--- src/rtl/miriscv_seq_mult.sv ---
// Sequential radix-4 Booth multiplier: one Booth digit per cycle over a
// (XLEN+1)-bit signed multiplicand and multiplier, producing the low 2*XLEN product bits.
module miriscv_seq_mult #(
    parameter int XLEN = 32
) (
    input  logic                clk_i,
    input  logic                arstn_i,
    input  logic                req_i,
    input  logic [XLEN:0]       ai,
    input  logic [XLEN:0]       bi,
    input  logic                zf,
    input  logic                kill_i,
    output logic [2*XLEN-1:0]   r,
    output logic                rdy,
    output logic                busy_o,
    output logic [1:0]          dbg_state_o
);

    // Handshake: the requester raises req_i with stable operands and keeps them
    // until it samples rdy high; rdy is a one-cycle pulse, and a req_i still high
    // in the IDLE cycle after DONE starts a new operation.

    localparam int OPW  = XLEN + 3;
    localparam int ITER = (XLEN + 3) / 2;
    localparam int CW   = $clog2(ITER + 1);

    typedef enum logic [1:0] {
        S_IDLE = 2'd0,
        S_CALC = 2'd1,
        S_DONE = 2'd2
    } state_e;

    state_e             state_q, state_d;
    logic [CW-1:0]      cnt_q, cnt_d;
    logic [OPW-1:0]     acc_q, acc_d;
    logic [OPW-1:0]     mplr_q, mplr_d;
    logic [OPW-1:0]     mcand_q, mcand_d;
    logic [2*XLEN-1:0]  r_q, r_d;
    logic               rdy_q;

    logic [OPW-1:0]     addend;
    logic [OPW-1:0]     sum;
    logic [2*OPW-1:0]   shifted;
    logic [OPW-1:0]     acc_step;
    logic [OPW-1:0]     mplr_step;

    // mplr_q holds {multiplier, q_-1}; its low three bits select the Booth digit.
    always_comb begin
        addend = '0;
        unique case (mplr_q[2:0])
            3'b001, 3'b010: addend = mcand_q;
            3'b011:         addend = mcand_q << 1;
            3'b100:         addend = -(mcand_q << 1);
            3'b101, 3'b110: addend = -mcand_q;
            default:        addend = '0;
        endcase
    end

    assign sum       = acc_q + addend;
    assign shifted   = $signed({sum, mplr_q}) >>> 2;
    assign acc_step  = shifted[2*OPW-1:OPW];
    assign mplr_step = shifted[OPW-1:0];

    always_comb begin
        state_d = state_q;
        cnt_d   = cnt_q;
        acc_d   = acc_q;
        mplr_d  = mplr_q;
        mcand_d = mcand_q;
        r_d     = r_q;
        unique case (state_q)
            S_IDLE: begin
                if (req_i && !kill_i) begin
                    if (zf) begin
                        r_d     = '0;
                        state_d = S_DONE;
                    end else begin
                        mcand_d = {{2{ai[XLEN]}}, ai};
                        mplr_d  = {bi[XLEN], bi, 1'b0};
                        acc_d   = '0;
                        cnt_d   = CW'(ITER);
                        state_d = S_CALC;
                    end
                end
            end
            S_CALC: begin
                if (kill_i) begin
                    state_d = S_IDLE;
                end else begin
                    acc_d  = acc_step;
                    mplr_d = mplr_step;
                    cnt_d  = cnt_q - CW'(1);
                    // Last digit retires this cycle; the product is {acc, multiplier} after the shift.
                    if (cnt_q == CW'(1)) begin
                        r_d     = {acc_step[XLEN-3:0], mplr_step[OPW-1:1]};
                        state_d = S_DONE;
                    end
                end
            end
            S_DONE:  state_d = S_IDLE;
            default: state_d = S_IDLE;
        endcase
    end

    always_ff @(posedge clk_i or negedge arstn_i) begin
        if (!arstn_i) begin
            state_q <= S_IDLE;
            cnt_q   <= '0;
            acc_q   <= '0;
            mplr_q  <= '0;
            mcand_q <= '0;
            r_q     <= '0;
            rdy_q   <= 1'b0;
        end else begin
            state_q <= state_d;
            cnt_q   <= cnt_d;
            acc_q   <= acc_d;
            mplr_q  <= mplr_d;
            mcand_q <= mcand_d;
            r_q     <= r_d;
            rdy_q   <= (state_d == S_DONE);
        end
    end

    assign r           = r_q;
    assign rdy         = rdy_q;
    assign busy_o      = (state_q == S_CALC);
    assign dbg_state_o = state_q;

endmodule

--- config.mk ---
export PLATFORM = sky130hd
export DESIGN_NAME = miriscv_seq_mult
export DESIGN_NICKNAME = d
export VERILOG_FILES = /design/src/rtl/miriscv_seq_mult.sv
export SDC_FILE = /design/constraint.sdc
export NUM_CORES = 1
export LEC_CHECK = 0
export BUFFER_PORTS_ARGS = -buffer_cell sky130_fd_sc_hd__buf_4
export CELL_PAD_IN_SITES_DETAIL_PLACEMENT = 0
export CELL_PAD_IN_SITES_GLOBAL_PLACEMENT = 2
export CORE_AREA = 4 4 185 187
export CTS_CLUSTER_SIZE = 28
export DETAILED_ROUTE_END_ITERATION = 10
export DIE_AREA = 0 0 189 191
export PLACE_DENSITY_LB_ADDON = 0.1
export SKIP_CTS_REPAIR_TIMING = 1
export SLEW_MARGIN = 10
export SYNTH_ARGS = -nofsm -noshare
export SYNTH_HDL_FRONTEND = slang
export SYNTH_SLANG_ARGS = --single-unit
--- constraint.sdc ---
create_clock -name clk_i -period 3.99 [get_ports clk_i]
set_input_delay 0.1995 -clock clk_i [delete_from_list [all_inputs] [get_ports clk_i]]
set_output_delay 0.1995 -clock clk_i [all_outputs]
set_load 0.005 [all_outputs]
### After elaboration in Yosys (flattened, before gate mapping)

Cells that the tools add are included.

| cells by class | value |
|---|---|
| $add $sub $neg | 4 |
| eq/ne operators | 14 |
| muxes and demuxes | 23 |
| bitwise logic cells | 1 |
| reduce and logical (&&, ||, !) cells | 9 |

Operator list:

| operator | number |
|---|---|
| 64-bit two-way mux | 4 |
| 35-bit two-way mux | 6 |
| 35-bit case mux with 2 select lines | 2 |
| 35-bit case mux with 4 select lines | 1 |
| 64-bit case mux with 2 select lines | 1 |
| 35-bit negator | 2 |
| 35-bit adder | 1 |
| 5-bit two-way mux | 3 |
| 5-bit case mux with 2 select lines | 1 |
| 3-bit == test (second input constant) | 3 |
| 2-bit two-way mux | 4 |
| 2-bit != test (second input constant) | 4 |
| 3-bit by 2-bit == test with 1-bit output (second input constant) | 2 |
| 5-bit by 1-bit == test with 1-bit output (second input constant) | 1 |
| 5-bit AND reduction | 1 |
| 5-bit by 1-bit subtractor with 5-bit output (second input constant) | 1 |
| 2-bit case mux with 2 select lines | 1 |
| 4-bit AND reduction | 1 |
| 2-bit OR reduction | 2 |
| 3-bit by 1-bit == test with 1-bit output (second input constant) | 1 |
| 3-bit AND reduction | 1 |
| 2-bit by 1-bit == test with 1-bit output (second input constant) | 1 |
| 2-bit == test (second input constant) | 1 |
| 2-bit zero test | 1 |
| other kinds (5) | 5 |

| storage, ports and cells | value |
|---|---|
| register bits after elaboration | 175 |
| output and inout port bits | 68 |

### Logic depth before layout (Yosys ltp)

Gate-level depths: netlist of run 1.

| logic depth | value |
|---|---|
| depth in word-level cells | 7 |
| depth in mapped cells | 21 |
| depth with buffers taken out | 21 |

### Worst setup path before layout of run 1

No wires, ideal clock.

| timing path | value |
|---|---|
| path kind | reg-to-reg |
| start point | reg mcand_q[2] |
| end point | reg acc_q[33] |
| library setup time | 0.082 ns |
| arrival time | 4.333 ns |
| data required time | 3.908 ns |
| path slack | -0.425 ns |
| cell stages (with the launch flop) | 18 |
| period minus slack after synthesis | 4.415 ns |
| cell sequence | dfrtp_1 or3_4 or4_4 or4_4 or3_1 xor2_1 a221oi_1 a31oi_1 ha_1 clkbuf_1 and3_1 nand4_1 nor2_1 a221oi_1 a221oi_1 xor2_1 a21oi_1 o22ai_1 |

| between the ends | value |
|---|---|
| cells in the longest elaborated chain, start to end | 5 |
| elaborated cells between the ends (all ways) | 6 |

Ends and longest elaborated chain:

| element | line | RTL |
|---|---|---|
| start, declared | 37 | `logic [OPW-1:0] mcand_q, mcand_d;` |
| start signal, assigned | 119 | `mcand_q <= mcand_d;` |
| 35-bit negator, on equally long branches | 54, 53 |  |
| 35-bit case mux with 4 select lines * | 50 | `unique case (mplr_q[2:0])` |
| 35-bit adder * | 59 | `assign sum = acc_q + addend;` |
| 35-bit two-way mux * | 87 | `if (kill_i) begin` |
| 35-bit case mux with 2 select lines * | 71 | `unique case (state_q)` |
| end signal, assigned | 109 | `acc_q <= '0;` |
| end signal, assigned | 117 | `acc_q <= acc_d;` |
| end, declared | 35 | `logic [OPW-1:0] acc_q, acc_d;` |

Mark *: on every way between the ends. The rest lies on a longest branch, timed or not. The select of a mux whose other input is x is not followed.
A chain may end at the register's enable or synchronous reset.

### Worst setup path after layout of run 1

| timing path | value |
|---|---|
| start point | reg mcand_q[1] |
| end point | reg acc_q[33] |

Same word-level chain as after synthesis.

==> results of run 1 <==
flip-flops by register name, indices dropped and copies added, names as in the netlist:
name	count
mplr_q	35
cnt_q	5
r	64
rdy	1
dbg_state_o	2
acc_q	33
mcand_q	33
layout make-up:
type | count | share of cell area, %
clock buffers | 17 | 2.81
clock inverters | 15 | 1.16
inverters | 26 | 0.645
multi-input cells | 935 | 40.9
flip-flops and latches | 173 | 28.6
well taps | 442 | 3.66
repair buffers | 426 | 22.2
cell usage in the layout, fill, tap and decap left out, drive strengths merged, types with 18 or more instances in the layout:
| cell type | Yosys | final |
|---|---|---|
| a21oi | 61 | 61 |
| o21ai | 140 | 140 |
| dlygate4sd3 | 0 | 55 |
| mux2 | 33 | 33 |
| nand2 | 279 | 279 |
| nor2 | 56 | 56 |
| xnor2 | 44 | 44 |
| clkbuf | 65 | 18 |
| buf | 11 | 370 |
| dfrtp | 173 | 173 |
| inv | 26 | 33 |
| ha | 37 | 37 |
| a21o | 20 | 20 |
| nor3 | 26 | 26 |
| xor2 | 20 | 20 |
| a22oi | 49 | 49 |
synth_stat cells, drive strengths merged, types with 3 or more instances:
| library cell | count |
|---|---|
| a211oi | 3 |
| a21o | 20 |
| a21oi | 61 |
| a221oi | 8 |
| a22o | 15 |
| a22oi | 49 |
| a31o | 3 |
| a31oi | 9 |
| and2 | 5 |
| and3 | 4 |
| buf | 11 |
| clkbuf | 65 |
| dfrtp | 173 |
| ha | 37 |
| inv | 26 |
| mux2 | 33 |
| nand2 | 279 |
| nand2b | 15 |
| nand3 | 16 |
| nand4 | 5 |
| nor2 | 56 |
| nor2b | 5 |
| nor3 | 26 |
| nor3b | 3 |
| nor4 | 7 |
| o211ai | 8 |
| o21a | 6 |
| o21ai | 140 |
| o21bai | 7 |
| o22ai | 4 |
| o31ai | 8 |
| or2 | 3 |
| or3 | 10 |
| or4 | 4 |
| xnor2 | 44 |
| xor2 | 20 |
worst paths after layout:
check,start,end,slack (ns),cells after the start
max,mcand_q[1]$_DFFE_PN0P_,acc_q[33]$_DFFE_PN0P_,-0.42,16
max in group asynchronous,arstn_i,mplr_q[27]$_DFFE_PN0P_,2.68,3
min in group asynchronous,arstn_i,r[40]$_DFFE_PN0P_,0.35,2
min,ai[0],mcand_q[0]$_DFFE_PN0P_,-0.02,3
min reg2reg,r[59]$_DFFE_PN0P_,r[59]$_DFFE_PN0P_,0.48,2
max reg2reg,mcand_q[1]$_DFFE_PN0P_,acc_q[33]$_DFFE_PN0P_,-0.42,16
metal layers:
metal	track usage, %	up-vias
met5	0	-
met4	3.73	0
met3	4.49	22
met2	31.3	188
met1	27.2	4798
li1	-	4984
cells by family after synthesis:
family	Yosys count	share of synthesized area, %
fa+ha+maj	38	4.70
buf+inv	102	3.82
mux	35	3.81
simple gates	443	18.8
flops	173	42.1
xor+xnor	64	5.45
compound gates	355	21.4
report_power, final:
part / internal (W) / leakage (nW) / switching (W)
sequential: 0.00206 / 2.27 / 0.000283
clock: 0.000894 / 0.291 / 0.000821
combinational: 0.00179 / 4.53 / 0.00192
total: 0.00475 / 7.09 / 0.00303
worst min-delay path: stages:
cell     delay (ns)
buf_4          0.09
nand2_1        0.04
o21ai_0        0.06
per-stage QoR:
step	util, %	power (W)
5_1_grt	46.6	0.00832
6_report	46.6	0.00778
3_3_place_gp	41.0	0.00573
2_1_floorplan	-	0.00410
3_5_place_dp	41.0	0.00570
4_1_cts	42.9	0.00748
==> impl_metrics.py, run 1 <==
metrics = {
    "run_status": {
        "outcome": "complete, but fails checks",
        "violations": "hold timing, setup timing",
    },
    "placed_design": {
        "dp_cells": 1935,
        "place_congestion": 0.898,
        "place_area_um2": 13300,
        "portBuffers": 138,
        "dp_hpwl_mm": 26.1,
        "dpl_worst_slack_ns": -0.549,
    },
    "logic_synthesis": {
        "post_synth_num_cell_types": 63,
        "synthArstFlopShare_pct": 100,
        "synth_flop_cell": "dfrtp_1",
        "ys_seq_area_share_pct": 42.1,
        "synth_warnings": 0,
        "synth-edff-count": 0,
        "synth-seq-cells": 173,
        "yosys.area.top_type": "dfrtp_1",
        "syn-num-nets": 1319,
        "syn_area_um2": 10300,
        "synth_cells": 1210,
        "synth_top_area_share_pct": 42.1,
        "synth.top_cells.by_area": "dfrtp_1 (42%), nand2_1 (10%), o21ai_0 (6.8%)",
        "synth_area_per_cell_um2": 8.50,
    },
    "power_and_ir_drop": {
        "power.leakage_nw": 7.09,
        "powerDensity_nw_per_um2": 514,
        "max-vdd-ir-drop_mv": 0.326,
    },
    "drt": {
        "met1Wirelength_mm": 16.9,
        "vias_per_cell": 4.91,
        "met2_length_mm": 16.7,
        "routed_wirelength_mm": 35.6,
        "wl_per_cell_um": 17.5,
        "highest_layer": "met4",
        "route.detailed.drc": 0,
        "dr.pass1.iters": 5,
        "wl_met3_mm": 1.57,
        "ant_nets": 0,
        "vias": 9992,
        "drt_iter0_markers": 499,
    },
    "grt": {
        "grt_pass1_wl_mm": 55.7,
        "grt_use_total_pct": 19.5,
        "antenna_found_initial": 0,
        "grt_pass1_vias": 9773,
        "grt_start_max_net_pins": 89,
        "grt_overflow": 0,
    },
    "finish": {
        "nets": 1688,
        "seq_area_um2": 4330,
        "design_area_um2": 15100,
        "drive_above_1_share_pct": 34.5,
        "multiInputGateArea_um2": 6180,
        "areaGrowthSynthToFinish_pct": 47.1,
        "finalNonFillerCells": 2034,
        "fillCellCount": 3282,
        "n_antenna_cell": 0,
    },
    "setup_path": {
        "cp.required_ns": 4.36,
        "critical_path.max_fanout": 4,
        "arrival_ns": 4.77,
        "critical_path.cell_chain": "or3_4, or4_4, or4_4, or3_4, xor2_4, a221oi_2, a31oi_1, ha_2, and3_4, nand4_1, nor2_2, a221oi_4, a221oi_2, xor2_1, a21oi_1, o22ai_1",
        "crit_family": "simple AND/OR/NAND/NOR gates",
        "end_kind": "flip-flop",
        "crit_path_start_kind": "flip-flop",
        "crit_path_top_delay_cell": "or4_4",
        "critical_path.max_stage_delay_ns": 0.47,
        "path_buf_inv": 0,
        "critPathKind": "reg -> reg",
    },
    "die": {
        "die_y_um": 191,
        "pin_count": 139,
        "rows": 66,
        "initial_core_util_pct": 31.7,
        "fp.coreArea_um2": 32500,
        "dieArea_um2": 36100,
        "fp.dieW_um": 189,
    },
    "sta": {
        "worst_slack_ns": -0.417,
        "slew_headroom_pct": 34.5,
        "fmax_mhz": 227,
        "fin_crit_ns": 4.41,
        "timing.final.crit_share_pct": 110,
        "holdWs_ns": -0.0167,
        "worst_pin_slew_ns": 0.983,
        "final.setup_skew_ns": 0.0158,
        "rsz0062_at_grt": "true",
        "setup_violations": 31,
        "setup_tns_ns": -6.73,
        "final_max_slew_viol_count": 0,
        "hold_violations": 8,
    },
    "clocking": {
        "numCtsBuffers": 17,
        "cts_sinks": 173,
        "clock_latency_ns": 0.45,
        "root_buffer": "clkbuf_16",
        "clockBufferDepth": 2,
        "clk_pin_slew_ns": 0.08,
        "cts_tree": "yes",
        "h-tree-depth": 4,
    },
    "worst_hold_path": {
        "min_path_type": "in -> reg",
    },
    "flow_run": {
        "max-cap-violations": 0,
    },
}
(Power assumes the default switching activity.)
==> inputs of run 2 (changes only) <==
--- a/config.mk
+++ b/config.mk
@@ -5,13 +5,14 @@
 export SDC_FILE = /design/constraint.sdc
 export NUM_CORES = 1
 export LEC_CHECK = 0
+export ABC_AREA = 1
 export BUFFER_PORTS_ARGS = -buffer_cell sky130_fd_sc_hd__buf_4
 export CELL_PAD_IN_SITES_DETAIL_PLACEMENT = 0
 export CELL_PAD_IN_SITES_GLOBAL_PLACEMENT = 2
-export CORE_AREA = 4 4 185 187
+export CORE_AREA = 4 4 195 197
 export CTS_CLUSTER_SIZE = 28
 export DETAILED_ROUTE_END_ITERATION = 10
-export DIE_AREA = 0 0 189 191
+export DIE_AREA = 0 0 199 201
 export PLACE_DENSITY_LB_ADDON = 0.1
 export SKIP_CTS_REPAIR_TIMING = 1
 export SLEW_MARGIN = 10
==> impl_metrics.py, run 2 <==
metrics = {
    "sta": {
        "fin_crit_ns": 3.73,
        "slew_headroom_pct": 38.8,
        "hold_violations": 2,
        "rsz0062_at_grt": "true",
        "final_max_slew_viol_count": 0,
        "setup_violations": 0,
        "timing.final.crit_share_pct": 93.6,
        "fmax_mhz": 268,
        "worst_pin_slew_ns": 0.918,
        "setup_tns_ns": 0,
        "holdWs_ns": -0.0385,
        "final.setup_skew_ns": 0.00843,
    },
    "logic_synthesis": {
        "yosys.area.top_type": "dfrtp_1",
        "synth-seq-cells": 173,
        "synth_flop_cell": "dfrtp_1",
        "yosys.cell_count.top_type": "nand2_1",
        "post_synth_num_cell_types": 40,
        "synth.top_cells.by_area": "dfrtp_1 (40%), nand2_1 (16%), inv_1 (5.9%)",
        "synth_commonest_cells": "nand2_1 (464), dfrtp_1 (173), inv_1 (168)",
        "ys_seq_area_share_pct": 40.3,
        "synth_warnings": 0,
        "syn_area_um2": 10700,
        "synth-edff-count": 0,
        "syn-num-nets": 1596,
        "synth_area_per_cell_um2": 7.22,
        "synth_top_area_share_pct": 40.3,
        "synthArstFlopShare_pct": 100,
        "synth_cells": 1487,
    },
    "drt": {
        "vias_per_cell": 4.85,
        "drt_iter0_markers": 492,
        "wl_per_cell_um": 17.7,
        "dr.pass1.iters": 5,
        "route.detailed.drc": 0,
        "routed_wirelength_mm": 38.6,
        "ant_nets": 0,
        "vias": 10600,
    },
    "finish": {
        "n_antenna_cell": 0,
        "largest_register_ffs": 64,
        "multiInputGateArea_um2": 5640,
        "nets": 1809,
        "fillCellCount": 3929,
        "layout_common_cells": "nand2_1 (461), buf_4 (187), dfrtp_1 (173)",
        "finalNonFillerCells": 2181,
        "layout_commonest_cell": "nand2_1",
        "seq_area_um2": 4330,
        "drive_above_1_share_pct": 16.2,
        "areaGrowthSynthToFinish_pct": 29.1,
        "design_area_um2": 13900,
    },
    "worst_hold_path": {
        "min_path_type": "in -> reg",
        "holdPathEnd": "mcand_q[23]$_DFFE_PN0P_",
        "hold_path.startpoint": "ai[23]",
        "whs_path_depth": 3,
    },
    "placed_design": {
        "dp_hpwl_mm": 29.0,
        "dp_cells": 2081,
        "portBuffers": 138,
        "place_area_um2": 12500,
        "place_congestion": 0.845,
    },
    "setup_path": {
        "critPathKind": "reg -> reg",
        "end_kind": "flip-flop",
        "arrival_ns": 4.08,
        "r2r_end": "acc_q[31]$_DFFE_PN0P_",
        "critical_path.max_fanout": 5,
        "r2r_start": "mcand_q[0]$_DFFE_PN0P_",
        "r2r_cells": 19,
        "ff2ff_setup_slack_ns": 0.26,
        "cp.required_ns": 4.33,
        "crit_path_start_kind": "flip-flop",
    },
    "clocking": {
        "h-tree-depth": 4,
        "cts_tree": "yes",
        "numCtsBuffers": 17,
        "clockBufferDepth": 2,
        "clock_latency_ns": 0.46,
        "root_buffer": "clkbuf_16",
        "clk_pin_slew_ns": 0.08,
        "cts_sinks": 173,
    },
    "power_and_ir_drop": {
        "power.leakage_nw": 6.63,
        "power.total_w": 0.0119,
        "powerDensity_nw_per_um2": 855,
        "max-vdd-ir-drop_mv": 0.376,
    },
    "grt": {
        "grt_overflow": 0,
        "grt_pass1_wl_mm": 60.6,
        "grt_use_total_pct": 19.4,
        "grt_start_max_net_pins": 104,
        "antenna_found_initial": 0,
        "grt_pass1_vias": 10500,
    },
    "die": {
        "dieArea_um2": 40000,
        "rows": 70,
        "die_y_um": 201,
        "pin_count": 139,
        "initial_core_util_pct": 29.6,
        "fp.dieW_um": 199,
        "fp.coreArea_um2": 36300,
    },
    "run_status": {
        "violations": "hold timing",
        "outcome": "complete, but fails checks",
    },
    "flow_run": {
        "max-cap-violations": 0,
    },
}
[run 2: worst max-delay path by stage]
stage / depth (start not counted) / startpoint / endpoint
finish: 19 / mcand_q[0]$_DFFE_PN0P_ / acc_q[31]$_DFFE_PN0P_
CTS: 18 / mcand_q[0]$_DFFE_PN0P_ / acc_q[20]$_DFFE_PN0P_
floorplan: 17 / mcand_q[0]$_DFFE_PN0P_ / r[47]$_DFFE_PN0P_
global route: 21 / mcand_q[0]$_DFFE_PN0P_ / acc_q[26]$_DFFE_PN0P_
detailed placement: 18 / mcand_q[0]$_DFFE_PN0P_ / acc_q[20]$_DFFE_PN0P_
global placement: 18 / mcand_q[0]$_DFFE_PN0P_ / r[54]$_DFFE_PN0P_
[run 2: kinds of logic after synthesis]
group | after synthesis | share of synthesized area [%]
AO/OA/AOI/OAI | 277 | 15.8
XOR/XNOR | 20 | 1.63
adder cells (fa/ha/maj) | 38 | 4.50
buffers and inverters | 227 | 8.25
flip-flops | 173 | 40.3
AND/OR/NAND/NOR | 752 | 29.5
[run 2: critical path, cell delays in order, from the launching register on]
cell     delay [ns]
dfrtp_1        0.44
inv_1          0.14
ha_2           0.23
nand3_1        0.14
inv_1          0.15
nand4_1        0.24
inv_1          0.14
nand3_1        0.14
nand3_1        0.13
nand3_1        0.14
ha_1           0.44
nand2_1        0.14
nor3_1         0.38
nand2_1        0.16
nor2_1         0.15
nand4_1        0.09
nand3_1        0.17
nand2_1        0.07
nand2_1        0.05
o21ai_0        0.06
[run 2: through the flow]
step | setup WS [ns] | hold WS (ns) | util, %
floorplan | 0.962 | -0.0961 | -
global placement | 0.0956 | 0.376 | 34.4
detailed placement | 0.0844 | 0.380 | 34.4
CTS | 0.0506 | -0.122 | 36.1
global route | -0.0250 | 0.00286 | 38.2
finish | 0.257 | -0.0385 | 38.2
[run 2: cell type report]
type                       count  area share, %
multi-input combinational   1087           40.7
sequential                   173           31.2
timing repair buffer         251           14.9
inverter                     170           4.61
tap                          468           4.23
clock buffer                  17           3.07
clock inverter                15           1.26
[run 2: per-layer routing]
| metal | global-route usage, % | share of wire (%) | vias to the layer above |
|---|---|---|---|
| li1 | - | - | 5334 |
| met1 | 26.4 | 47 | 5024 |
| met2 | 31.1 | 47 | 201 |
| met3 | 4.36 | 4.3 | 27 |
| met4 | 5.01 | 1.6 | 0 |
| met5 | 0 | 0 | - |
[run 2: report_power, final]
group	internal, W	total (W)	switching (W)
sequential	0.00253	0.00309	0.000562
clock	0.000895	0.00175	0.000854
combinational	0.00260	0.00701	0.00441
==> inputs of run 3 (changes only) <==
--- a/config.mk
+++ b/config.mk
@@ -9,13 +9,13 @@
 export BUFFER_PORTS_ARGS = -buffer_cell sky130_fd_sc_hd__buf_4
 export CELL_PAD_IN_SITES_DETAIL_PLACEMENT = 0
 export CELL_PAD_IN_SITES_GLOBAL_PLACEMENT = 2
-export CORE_AREA = 4 4 195 197
+export CORE_AREA = 4 4 186 188
 export CTS_CLUSTER_SIZE = 28
 export DETAILED_ROUTE_END_ITERATION = 10
-export DIE_AREA = 0 0 199 201
+export DIE_AREA = 0 0 190 192
 export PLACE_DENSITY_LB_ADDON = 0.1
 export SKIP_CTS_REPAIR_TIMING = 1
-export SLEW_MARGIN = 10
 export SYNTH_ARGS = -nofsm -noshare
 export SYNTH_HDL_FRONTEND = slang
 export SYNTH_SLANG_ARGS = --single-unit
+export TNS_END_PERCENT = 5
==> constraint.sdc (replaced) <==
create_clock -name clk_i -period 4.2 [get_ports clk_i]
set_input_delay 0.21 -clock clk_i [delete_from_list [all_inputs] [get_ports clk_i]]
set_output_delay 0.21 -clock clk_i [all_outputs]
set_load 0.005 [all_outputs]
==> impl_metrics.py, run 3 (synthesis results as in run 2) <==
metrics = {
    "finish": {
        "layout_commonest_cell": "nand2_1",
        "drive_above_1_share_pct": 13.8,
        "layout_common_cells": "nand2_1 (463), dfrtp_1 (173), inv_1 (168)",
        "nets": 1787,
        "final_core_util_pct": 41.0,
        "areaGrowthSynthToFinish_pct": 26.5,
        "largest_register_ffs": 64,
        "n_antenna_cell": 0,
        "fillCellCount": 3557,
    },
    "flow_run": {
        "max-cap-violations": 0,
    },
    "clocking": {
        "cts_tree": "yes",
        "numCtsBuffers": 17,
        "clk_pin_slew_ns": 0.07,
        "clockBufferDepth": 2,
        "root_buffer": "clkbuf_16",
        "h-tree-depth": 4,
        "cts_sinks": 173,
        "clock_latency_ns": 0.45,
    },
    "setup_path": {
        "crit_path_start_kind": "flip-flop",
        "path_buf_inv": 2,
        "critical_path.max_fanout": 10,
        "end_kind": "flip-flop",
        "arrival_ns": 4.19,
        "cp.required_ns": 4.51,
        "cp_common_cell": "o21ai_0",
        "crit_path_top_delay_cell": "o21ai_0",
        "crit_family": "simple AND/OR/NAND/NOR gates",
        "critical_path.max_stage_delay_ns": 0.47,
        "critical_path.cell_chain": "nor2_1, nor2_1, nand2_1, nor2_1, a221oi_1, o21ai_0, ha_1, nand2_1, inv_1, nand3_1, o21ai_0, nand3_1, nand2_1, a21oi_1, o21ai_0, buf_4, o21ai_0",
        "critPathKind": "reg -> reg",
    },
    "placed_design": {
        "place_congestion": 0.924,
        "dp_hpwl_mm": 27.9,
        "portBuffers": 138,
    },
    "drt": {
        "vias_per_cell": 4.88,
        "routed_wirelength_mm": 37.5,
        "dr.pass1.iters": 5,
        "wl_per_cell_um": 17.5,
        "drt_iter0_markers": 549,
        "route.detailed.drc": 0,
        "ant_nets": 0,
        "vias": 10400,
    },
    "die": {
        "dieArea_um2": 36500,
        "die_y_um": 192,
        "rows": 67,
        "fp.coreArea_um2": 33100,
        "initial_core_util_pct": 32.4,
        "fp.dieW_um": 190,
        "pin_count": 139,
    },
    "sta": {
        "timing.final.crit_share_pct": 92.4,
        "setup_tns_ns": 0,
        "final_max_slew_viol_count": 0,
        "rsz0062_at_grt": "false",
        "holdWs_ns": -0.0322,
        "setup_violations": 0,
        "fmax_mhz": 258,
        "slew_headroom_pct": 36.5,
        "fin_crit_ns": 3.88,
        "worst_pin_slew_ns": 0.952,
        "final.setup_skew_ns": 0.0109,
        "hold_violations": 3,
    },
    "power_and_ir_drop": {
        "intPower_w": 0.00554,
        "p_switching_w": 0.00532,
        "seq_power_share_pct": 26.9,
        "max-vdd-ir-drop_mv": 0.384,
        "power_frac_comb_pct": 57.7,
        "power_frac_clock_pct": 15.4,
        "powerDensity_nw_per_um2": 801,
        "power.leakage_nw": 6.53,
        "switching_share_pct": 49.0,
    },
    "grt": {
        "grt_start_max_net_pins": 102,
        "grt_pass1_vias": 10500,
        "grt_pass1_wl_mm": 58.7,
        "antenna_found_initial": 1,
        "grt_use_total_pct": 20.6,
        "grt_overflow": 0,
    },
    "run_status": {
        "outcome": "complete, but fails checks",
        "violations": "hold timing",
    },
    "worst_hold_path": {
        "min_path_type": "in -> reg",
    },
}
==> run 3: cell types whose count changed in the layout (fill, tap and decap cells not counted), sizes merged <==
cell / previous run / this run
buf: 188 / 169
clkinvlp: 3 / 0
dlygate4sd3: 62 / 59
bufinv: 1 / 2
clkbuf: 18 / 21
clkinv: 5 / 4
==> run 3: final cells by class <==
class / count / area, um2 / area share [%]
timing repair buffer: 229 / 1900 / 14.0
clock inverter: 12 / 151 / 1.12
clock buffer: 20 / 447 / 3.29
sequential: 173 / 4330 / 31.9
inverter: 170 / 639 / 4.71
multi-input combinational: 1087 / 5550 / 40.9
tap: 448 / 561 / 4.13
==> run 3: path summary, 6_finish.rpt <==
| check | slack, ns | cells after the start | startpoint | to |
|---|---|---|---|---|
| setup / recovery | 0.32 | 17 | mplr_q[1]$_DFFE_PN0P_ | r[48]$_DFFE_PN0P_ |
| hold / removal | -0.03 | 3 | ai[5] | mcand_q[5]$_DFFE_PN0P_ |
| min in group asynchronous | 0.40 | 2 | arstn_i | mcand_q[9]$_DFFE_PN0P_ |
| hold reg to reg | 0.47 | 1 | cnt_q[3]$_DFFE_PN0P_ | cnt_q[3]$_DFFE_PN0P_ |
| max in group asynchronous | 2.75 | 3 | arstn_i | r[23]$_DFFE_PN0P_ |
| setup reg to reg | 0.32 | 17 | mplr_q[1]$_DFFE_PN0P_ | r[48]$_DFFE_PN0P_ |
==> run 3: power by group through the flow <==
| stage | combinational, W | clock, W | sequential, W |
|---|---|---|---|
| 3_3_place_gp | 0.00623 | 0 | 0.00295 |
| 5_1_grt | 0.00709 | 0.00179 | 0.00302 |
| 6_report | 0.00627 | 0.00168 | 0.00292 |
| 3_5_place_dp | 0.00623 | 0 | 0.00294 |
| 4_1_cts | 0.00626 | 0.00173 | 0.00293 |
| 2_1_floorplan | 0.00401 | 0 | 0.00282 |
==> run 3: worst reg2reg max path, cell delays in order (launching register included) <==
cell,delay (ns)
dfrtp_1,0.40
nor2_1,0.35
nor2_1,0.12
nand2_1,0.36
nor2_1,0.09
a221oi_1,0.21
o21ai_0,0.26
ha_1,0.45
nand2_1,0.11
inv_1,0.08
nand3_1,0.06
o21ai_0,0.47
nand3_1,0.13
nand2_1,0.14
a21oi_1,0.07
o21ai_0,0.20
buf_4,0.18
o21ai_0,0.08
==> run 3: per-stage QoR <==
step	cells	worst slack [ns]	cell area [um2]	hold WS (ns)	power, W
2_1_floorplan	1487	1.17	10700	-0.0856	0.00683
3_3_place_gp	2048	0.392	12400	0.397	0.00918
3_5_place_dp	2048	0.340	12400	0.403	0.00918
4_1_cts	2080	0.316	13000	-0.0889	0.0109
5_1_grt	2139	0.0156	13600	0.00582	0.0119
6_report	2139	0.317	13600	-0.0322	0.0109
==> run 3: metal layers <==
layer / track usage (%) / part of all wire, %
met1: 26.6 / 45
met2: 35.7 / 49
met3: 4.51 / 4.9
met4: 4.54 / 1.3
met5: 0 / 0.019
